--- config.mk ---
export PLATFORM = sky130hd
export DESIGN_NAME = bht_2bit_table
export DESIGN_NICKNAME = d
export VERILOG_FILES = /design/src/rtl/bht_2bit_table.sv
export SDC_FILE = /design/constraint.sdc
export NUM_CORES = 1
export LEC_CHECK = 0
export CORE_MARGIN = 5
export CORE_UTILIZATION = 40
export DETAILED_ROUTE_END_ITERATION = 16
export GPL_TIMING_DRIVEN = 0
export HOLD_SLACK_MARGIN = 0.15
export PLACE_DENSITY = 0.65
export SYNTH_ARGS = -nofsm -noshare
export SYNTH_HDL_FRONTEND = slang
export SYNTH_SLANG_ARGS = --single-unit
--- constraint.sdc ---
create_clock -name clk -period 3.4 [get_ports clk]
set_input_delay 1.02 -clock clk [delete_from_list [all_inputs] [get_ports clk]]
set_output_delay 1.02 -clock clk [all_outputs]
set_load 0.05 [all_outputs]
--- src/rtl/bht_2bit_table.sv ---
// Pattern history table of 2-bit counters with IF/ID and ID/EX carry registers
// so the EX-stage update logic sees the state the branch was predicted with.
module bht_2bit_table #(
   parameter int unsigned INDEX_BITS = 4,
   parameter int unsigned PC_W       = 32
) (
   input  logic                  clk,
   input  logic                  rst_n,
   input  logic [PC_W-1:0]       pc_if,
   input  logic                  stall,
   input  logic                  flush,
   input  logic                  upd_en,
   input  logic [1:0]            entry_in,
   output logic [1:0]            state_if,
   output logic                  pred_taken_if,
   output logic [1:0]            state_id_ex,
   output logic [INDEX_BITS-1:0] idx_ex,
   output logic                  valid_ex
);

   localparam int unsigned ENTRIES = 1 << INDEX_BITS;

   logic [1:0]            pht [ENTRIES];
   logic [INDEX_BITS-1:0] idx_if;
   logic                  wr_en;
   logic                  v_id;
   logic [INDEX_BITS-1:0] idx_id;
   logic [1:0]            st_id;
   logic                  unused_pc_bits;

   assign idx_if         = pc_if[INDEX_BITS+1:2];
   assign unused_pc_bits = ^{pc_if[PC_W-1:INDEX_BITS+2], pc_if[1:0]};
   assign wr_en          = upd_en && valid_ex;

   // Write-first bypass: IF sees the counter EX is committing this cycle.
   always_comb begin
      state_if = pht[idx_if];
      if (wr_en && (idx_ex == idx_if)) begin
         state_if = entry_in;
      end
   end

   assign pred_taken_if = state_if[1];

   // The EX branch is older than any flush, so the write is never suppressed.
   always_ff @(posedge clk or negedge rst_n) begin
      if (!rst_n) begin
         for (int unsigned i = 0; i < ENTRIES; i++) begin
            pht[i] <= 2'b01;
         end
      end else if (wr_en) begin
         pht[idx_ex] <= entry_in;
      end
   end

   always_ff @(posedge clk or negedge rst_n) begin
      if (!rst_n) begin
         v_id   <= 1'b0;
         idx_id <= '0;
         st_id  <= 2'b01;
      end else if (flush) begin
         v_id <= 1'b0;
      end else if (!stall) begin
         v_id   <= 1'b1;
         idx_id <= idx_if;
         st_id  <= state_if;
      end
   end

   always_ff @(posedge clk or negedge rst_n) begin
      if (!rst_n) begin
         valid_ex    <= 1'b0;
         idx_ex      <= '0;
         state_id_ex <= 2'b01;
      end else if (flush) begin
         valid_ex <= 1'b0;
      end else if (!stall) begin
         valid_ex    <= v_id;
         idx_ex      <= idx_id;
         state_id_ex <= st_id;
      end
   end

endmodule

# Yosys cells after proc, flatten, opt, wreduce, memory -nomap -nowiden
# Index checks and enable logic that the tools add are counted.
# op_classes
order_cmp	3
n_eq_ne	2
mux	11
bitwise	4
reduce_logical	4
# op_table
cell	count
$bwmux W32	1
$ge A5 B5 Y1 const B	2
$not A4 Y5	2
$bmux W2 S4	1
$demux W2 S4	1
$mux W2	4
$lt A5 B1 Y1 const B	1
$eq A4 B4 Y1	1
$mux W1	4
$logic_and A1 B1 Y1	3
$ne A2 B1 Y1 const B	1
$not A1 Y1	2
$reduce_and A2 Y1	1
# word_totals
register_bits	46
inputBits	39
output_inout_bits	10
elab_cells	46

# Depth between registers and ports, before layout
# Gate-level depths: netlist (run 1).
# logic_depth
depth_word	6
ltp_mapped	6
depth_no_buf	4

# Worst setup path before layout (run 1)
# OpenSTA, ideal clock, no wires.
# synth_path
kind	input port to output port
from	input pc_if[2]
to	output state_if[1]
arrival_ns	2.808
t_required_ns	2.380
slack_ns	-0.428
stages	6
path_buffers	2
cell_sequence	buf_6 mux4_2 a22oi_1 and3_1 o21ai_1 buf_4
# synth_between
elab_chain_len	5
elab_cells_between_ends	7
classes_between	eq/ne: 1; mux: 4; bitwise: 1; reduce/logical: 1
# synth_rtl
item	line_no	rtl
start, declared	9	input logic [PC_W-1:0] pc_if,
$not A4 Y5 (implied by the code)	37	state_if = pht[idx_if];
$bmux W2 S4	37	
$mux W2 (implied by the code) (2 in a row)	37	
$mux W2 (*)	38	if (wr_en && (idx_ex == idx_if)) begin
end, declared	14	output logic [1:0] state_if,
# Mark *: on every way between the ends. The rest lies on a longest branch, timed or not. The select of a mux whose other input is x is not followed.

# Final worst setup path (run 1)
# Ends and elaborated chain as after synthesis.

==> metrics, run 1 <==
worst vdd ir slightly above 0.3 mV; Crit path max-delay family multiplexers; post-layout util 0.494; vias per std cell around 5.1; num rows 27; antenna violations before repair 0; Flop pwr share 0.495; r2r setup slk roughly 1.8 ns; global-route wire length before repair around 7800 um; GRT overflow 0; Post-synth EDFFs 0; Total Wirelength around 4400 um; Core Area 5510 sq um; Multi-input gate area 1070 sq um; Final nets 240; Crit Path Max Fanout 6; largest net degree at the start of global routing 33; gpl congestion 0.752; die height 85.1 um; syn_area_per_cell about 13 sq um; CTS tree done; worst r2r dst pht[7]; Yosys cell types 34; Reg-to-Reg Start idx_ex[3]; endpoints failing hold 0; clock buffers created by TritonCTS 5; antenna cell count 0; fill count approximately 500; Net Sw Power 0.000458 W; Hold Crit Depth 2; Layout area overhead 20.7%; critical path type in2out; Min Hold Slack between 0.4 and 0.5 ns; critical path capture point type output pin; power per cell area between 500 and 600 nW/um^2; Achievable Freq about 300 MHz; Initial Util 0.410; Rel. slew slack 0.619; antenna-violating nets left 0; syn nets 210; Synth top cells by count 32 x mux2_2, 28 x dfrtp_1, 18 x dfstp_2, 14 x nor2_1, 11 x nand2_1; clock root cell clkbuf_8; status finished clean; worst reg2reg path depth 3; vias in the first global route ~1,500; power share of the combinational group 0.295; synthesized area 2260 sq um; hold path startpoint pht[28]; Worst-Margin Slew between 0.5 and 0.6 ns; CTS Sinks 46; DRC Markers 0; asr flop ratio synth 1.00; Buffers on Ports 18; area share of the largest cell type after synthesis 0.311; Int Power 0.00104 W; 1st-iter DRT viols 38; Clk pwr share 0.210; WHS Endpoint pht[28]; Die X about 85 um; H-Tree Depth 2; gr usage total 0.134; Worst Path Required between 2 and 2.5 ns; share of layout cells above drive strength 1 0.470; DR pass1 iterations 4; Clock transition at path regs approximately 0.080 ns; largest cells by area after synthesis dfrtp_1 31%, dfstp_2 21%, mux2_2 16%; CP cell instances buf_12 > mux4_2 > a22oi_2 > and3_4 > o21ai_4 > buf_6 > buf_8; I/O pin total 49; Final Max Slew Viols 0; Final setup violation count 0; Critical Path Source Type input pin; P_leak 1.17 nW; Setup Skew roughly 0.007 ns; Slowest Stage Delay on Critical Path approximately 0.5 ns; Worst-Skew Late Latency slightly below 0.3 ns; FF+latch count, synth 46; DR vias 1,398; worst path bufs/invs 3; min Tclk post-route roughly 3.4 ns; average wire per standard cell 16.1 um; RSZ-0062 raised after global routing yes; post-synth top area cell dfrtp_1; Synth Instances between 150 and 200; most numerous cell in the Yosys netlist mux2_2; hold buffer count at cts 0; ys flop type dfrtp_1; DIE AREA 7240 sq um; Period Utilization, post-route 0.994; Worst Hold Class reg2reg; CTS max path bufs 2; HPWL after detailed placement roughly 3300 um; Crit-path slowest cell mux4_2; max-cap viol count 0; Seq/Total Area, Yosys 0.520; Yosys warnings 0; arrival time worst endpoint approximately 2.4 ns; Sw Share 0.306; flip-flop and latch area roughly 1200 sq um
state kept, by name (all words and copies together), names as in the netlist:
register,cells
idx_ex,4
idx_id,4
pht,32
st_id,2
state_id_ex,2
v_id,1
valid_ex,1
cells by family (layout without fill, tap and decap cells):
kind of cell / count (synthesis) / in the layout / synth area share
DFF: 46 / 46 / 0.520
AOI/OAI and AO/OA: 15 / 15 / 0.0410
muxes: 45 / 45 / 0.277
buffers and inverters: 11 / 42 / 0.0250
xor gates and xnor gates: 4 / 4 / 0.0155
and+or+nand+nor: 50 / 50 / 0.121
worst min-delay path, stage by stage (launching register included):
cell and delay, ns:
dfstp_2 0.37, nand2_1 0.04, o21ai_0 0.06
worst max path at each step:
stage,start,endpoint,slack (ns),cells past startpoint
floorplan,pc_if[2],state_if[1],-0.02,6
global placement,pc_if[4],state_if[1],-1.00,7
detailed placement,pc_if[4],state_if[1],-1.02,7
CTS,pc_if[2],state_if[1],-0.01,7
global route,pc_if[2],state_if[1],-0.02,7
finish,pc_if[2],state_if[1],0.02,7
power by group through the flow:
stage,Clock (W),Sequential [W],Combinational (W)
after CTS,0.000327,0.000743,0.000425
after floorplan,0,0.000792,0.000242
after global routing,0.000350,0.000757,0.000474
after detailed placement,0,0.000753,0.000416
after global placement,0,0.000748,0.000407
final,0.000314,0.000741,0.000441
cell usage in the layout, fill, tap and decap left out, types with 3 or more instances in the layout:
cell type	n
clkdlybuf4s50_1	9
mux2_4	4
mux4_1	3
clkbuf_8	5
clkbuf_1	4
buf_2	3
inv_1	3
o21ai_0	6
nand2_1	10
nor2_1	13
dlygate4sd2_1	3
mux2_2	32
dfstp_2	18
xor2_1	4
buf_4	5
nand3_1	3
dfrtp_1	28
mux4_2	5
metrics by stage:
step	TNS, ns	worst slack, ns	std cells	power (W)	instance area, sq um
final	0	0.0194	274	0.00150	2720
after global routing	-0.0321	-0.0169	274	0.00158	2720
after CTS	-0.0122	-0.0122	269	0.00149	2660
after detailed placement	-2.83	-1.02	262	0.00117	2560
after global placement	-2.78	-1.00	261	0.00115	2540
after floorplan	-0.0237	-0.0237	171	0.00103	2270
final cells by class:
type | count | area share
plain buffers | 6 | 0.0193
repair buffers | 25 | 0.0901
flip-flops and latches | 46 | 0.431
clock buffers | 8 | 0.0294
inverters | 3 | 0.00414
multi-input cells | 114 | 0.393
well taps | 72 | 0.0331
timing repair:
action,in CTS,in global routing
pin swaps,3,6
setup endpoints to repair,3,3
cloned,0,0
buffers inserted,1,5
resized for setup,31,15
per-layer routing:
layer / wire [um] / part of all wire / global-route usage
met1: 2060 / 0.47 / 0.178
met2: 2210 / 0.50 / 0.217
met3: 89 / 0.020 / 0.0301
met4: 41 / 0.0093 / 0.0403
met5: 0 / 0 / 0
No activity file was read; power rests on OpenSTA's default activity.
==> run 2: changes to the inputs <==
- CORE_UTILIZATION: 40 -> 52
- CTS_BUF_LIST: default -> sky130_fd_sc_hd__clkbuf_4
- PLACE_DENSITY: 0.65 -> 0.82
- TNS_END_PERCENT: default -> 10
==> run 2 against run 1 <==
Hold slack gained 0.0044 ns. Sequential share of layout area grew 0.40 points. Via count grew 4.1%. Clock skew rose by 0.0044 ns. Combinational power up 3%. Largest power group unchanged. First-iteration DRC count increased by 74%. Fmax decreased by 0.47%. Global-route usage is 4.0 points higher. Sequential cell count did not move. Setup slack lost 0.016 ns. Largest cell class unchanged. Die area shrank 21%.
==> metrics, run 2 (synthesized netlist as in run 1, its figures left out) <==
Core Area 4290 sq um; worst reg2reg path depth 6; status finished clean; antenna-violating nets left 0; CTS tree done; Slowest Stage Delay on Critical Path 0.58 ns; CP cell instances buf_12 > buf_6 > mux4_1 > nand3_1 > and3_1 > o21ai_2 > buf_6; critical path capture point type output pin; 1st-iter DRT viols 66; num rows 24; H-Tree Depth 2; Total Wirelength 4640 um; Multi-input gate area around 1100 sq um; largest net degree at the start of global routing 27; Crit-path slowest cell mux4_1; Initial Util 0.525; Layout area overhead 19.6%; DR vias between 1,000 and 1,500; Die X approximately 76 um; antenna cell count 0; critical path's most frequent cell buf_6; Worst-Skew Late Latency between 0.3 and 0.4 ns; RSZ-0062 raised after global routing yes; CTS max path bufs 2; largest registers pht (32), idx_ex (4), idx_id (4); Critical Path Source Type input pin; Clock transition at path regs between 0.1 and 0.15 ns; HPWL after detailed placement between 3000 and 4000 um; fill count between 300 and 400; arrival time worst endpoint 2.38 ns; Hold Crit Depth 2; Crit Path Max Fanout 6; GRT overflow 0; clock root cell clkbuf_4; Final Power roughly 0.0014 W; I/O pin total 49; min Tclk post-route between 3 and 4 ns; endpoints failing hold 0; gr usage total 0.174; CTS Sinks 46; max-cap viol count 0; Final Max Slew Viols 0; vias in the first global route around 1,500; Achievable Freq slightly below 300 MHz; average wire per standard cell between 15 and 20 um; die height approximately 76 um; vias per std cell approximately 5.6; critical path type in2out; Worst Hold Class reg2reg; Worst-Margin Slew roughly 0.62 ns; worst vdd ir 0.248 mV; global-route wire length before repair 7240 um; Crit path max-delay family multiplexers; Buffers on Ports 18; Setup Skew around 0.011 ns; DIE AREA 5760 sq um; clock buffers created by TritonCTS 5; DRC Markers 0; share of layout cells above drive strength 1 0.481; Worst Path Required approximately 2.4 ns; P_leak 1.17 nW; gpl congestion roughly 0.8; Period Utilization, post-route 0.999; Min Hold Slack around 0.5 ns; Final nets between 200 and 250; power per cell area 534 nW/um^2; max reg flops 32; commonest non-fill, non-tap cell in the layout mux2_2; Biggest register pht; Crit path depth 7; Rel. slew slack 0.590; commonest cells after routing, fill and taps aside 32 x mux2_2, 28 x dfrtp_1, 18 x dfstp_2; worst path bufs/invs 3; antenna violations before repair 0; flip-flop and latch area about 1200 sq um; Final setup violation count 0; DR pass1 iterations 4
[run 2: layout make-up]
| class | count | share of cell area |
|---|---|---|
| clock inverter | 3 | 0.00417 |
| multi-input combinational | 114 | 0.397 |
| clock buffer | 5 | 0.0139 |
| sequential | 46 | 0.435 |
| inverter | 3 | 0.00417 |
| buffer | 7 | 0.0223 |
| timing repair buffer | 28 | 0.0997 |
| tap | 52 | 0.0241 |
[run 2: metal layers]
layer / wire length, um / track usage
met1: 2020 / 0.220
met2: 2400 / 0.294
met3: 135 / 0.0435
met4: 81 / 0.0524
met5: 0 / 0
[run 2: final timing paths]
check | slack [ns] | from | end
hold / removal | 0.49 | pht[28] | pht[28]
setup / recovery | 0.004 | pc_if[2] | state_if[0]
setup reg to reg | 1.68 | idx_ex[2] | st_id[1]
max in group asynchronous | 2.14 | rst_n | pht[2]
hold reg to reg | 0.49 | pht[28] | pht[28]
min in group asynchronous | 0.66 | rst_n | idx_ex[2]
[run 2: per-stage QoR]
| step | worst slack [ns] | setup TNS, ns | cells | cell area (sq um) | utilization |
|---|---|---|---|---|---|
| floorplan | -0.0237 | -0.0237 | 171 | 2270 | - |
| global placement | -1.00 | -2.77 | 241 | 2520 | 0.586 |
| detailed placement | -1.05 | -2.92 | 242 | 2540 | 0.591 |
| CTS | 0.00197 | 0 | 251 | 2630 | 0.611 |
| global route | -0.0446 | -0.0911 | 258 | 2700 | 0.628 |
| finish | 0.00352 | 0 | 258 | 2700 | 0.628 |
[run 2: power breakdown]
part,internal [W],switching (W)
Combinational,0.000223,0.000232
Clock,0.0000740,0.000167
Sequential,0.000676,0.0000675
Total,0.000973,0.000467
[run 2: worst register-to-register path, delay by kind of cell (launching register included)]
family	cells	cell delay [ns]
buf+inv	2	0.27
flops	1	0.55
simple gates	1	0.34
compound gates	2	0.21
xor+xnor	1	0.25
[run 2: timing repair]
action,in CTS,in global routing
buffers inserted,2,7
hold buffers,0,0
gates cloned,0,0
setup endpoints to repair,3,3
pin swaps,3,6
resized for setup,33,13
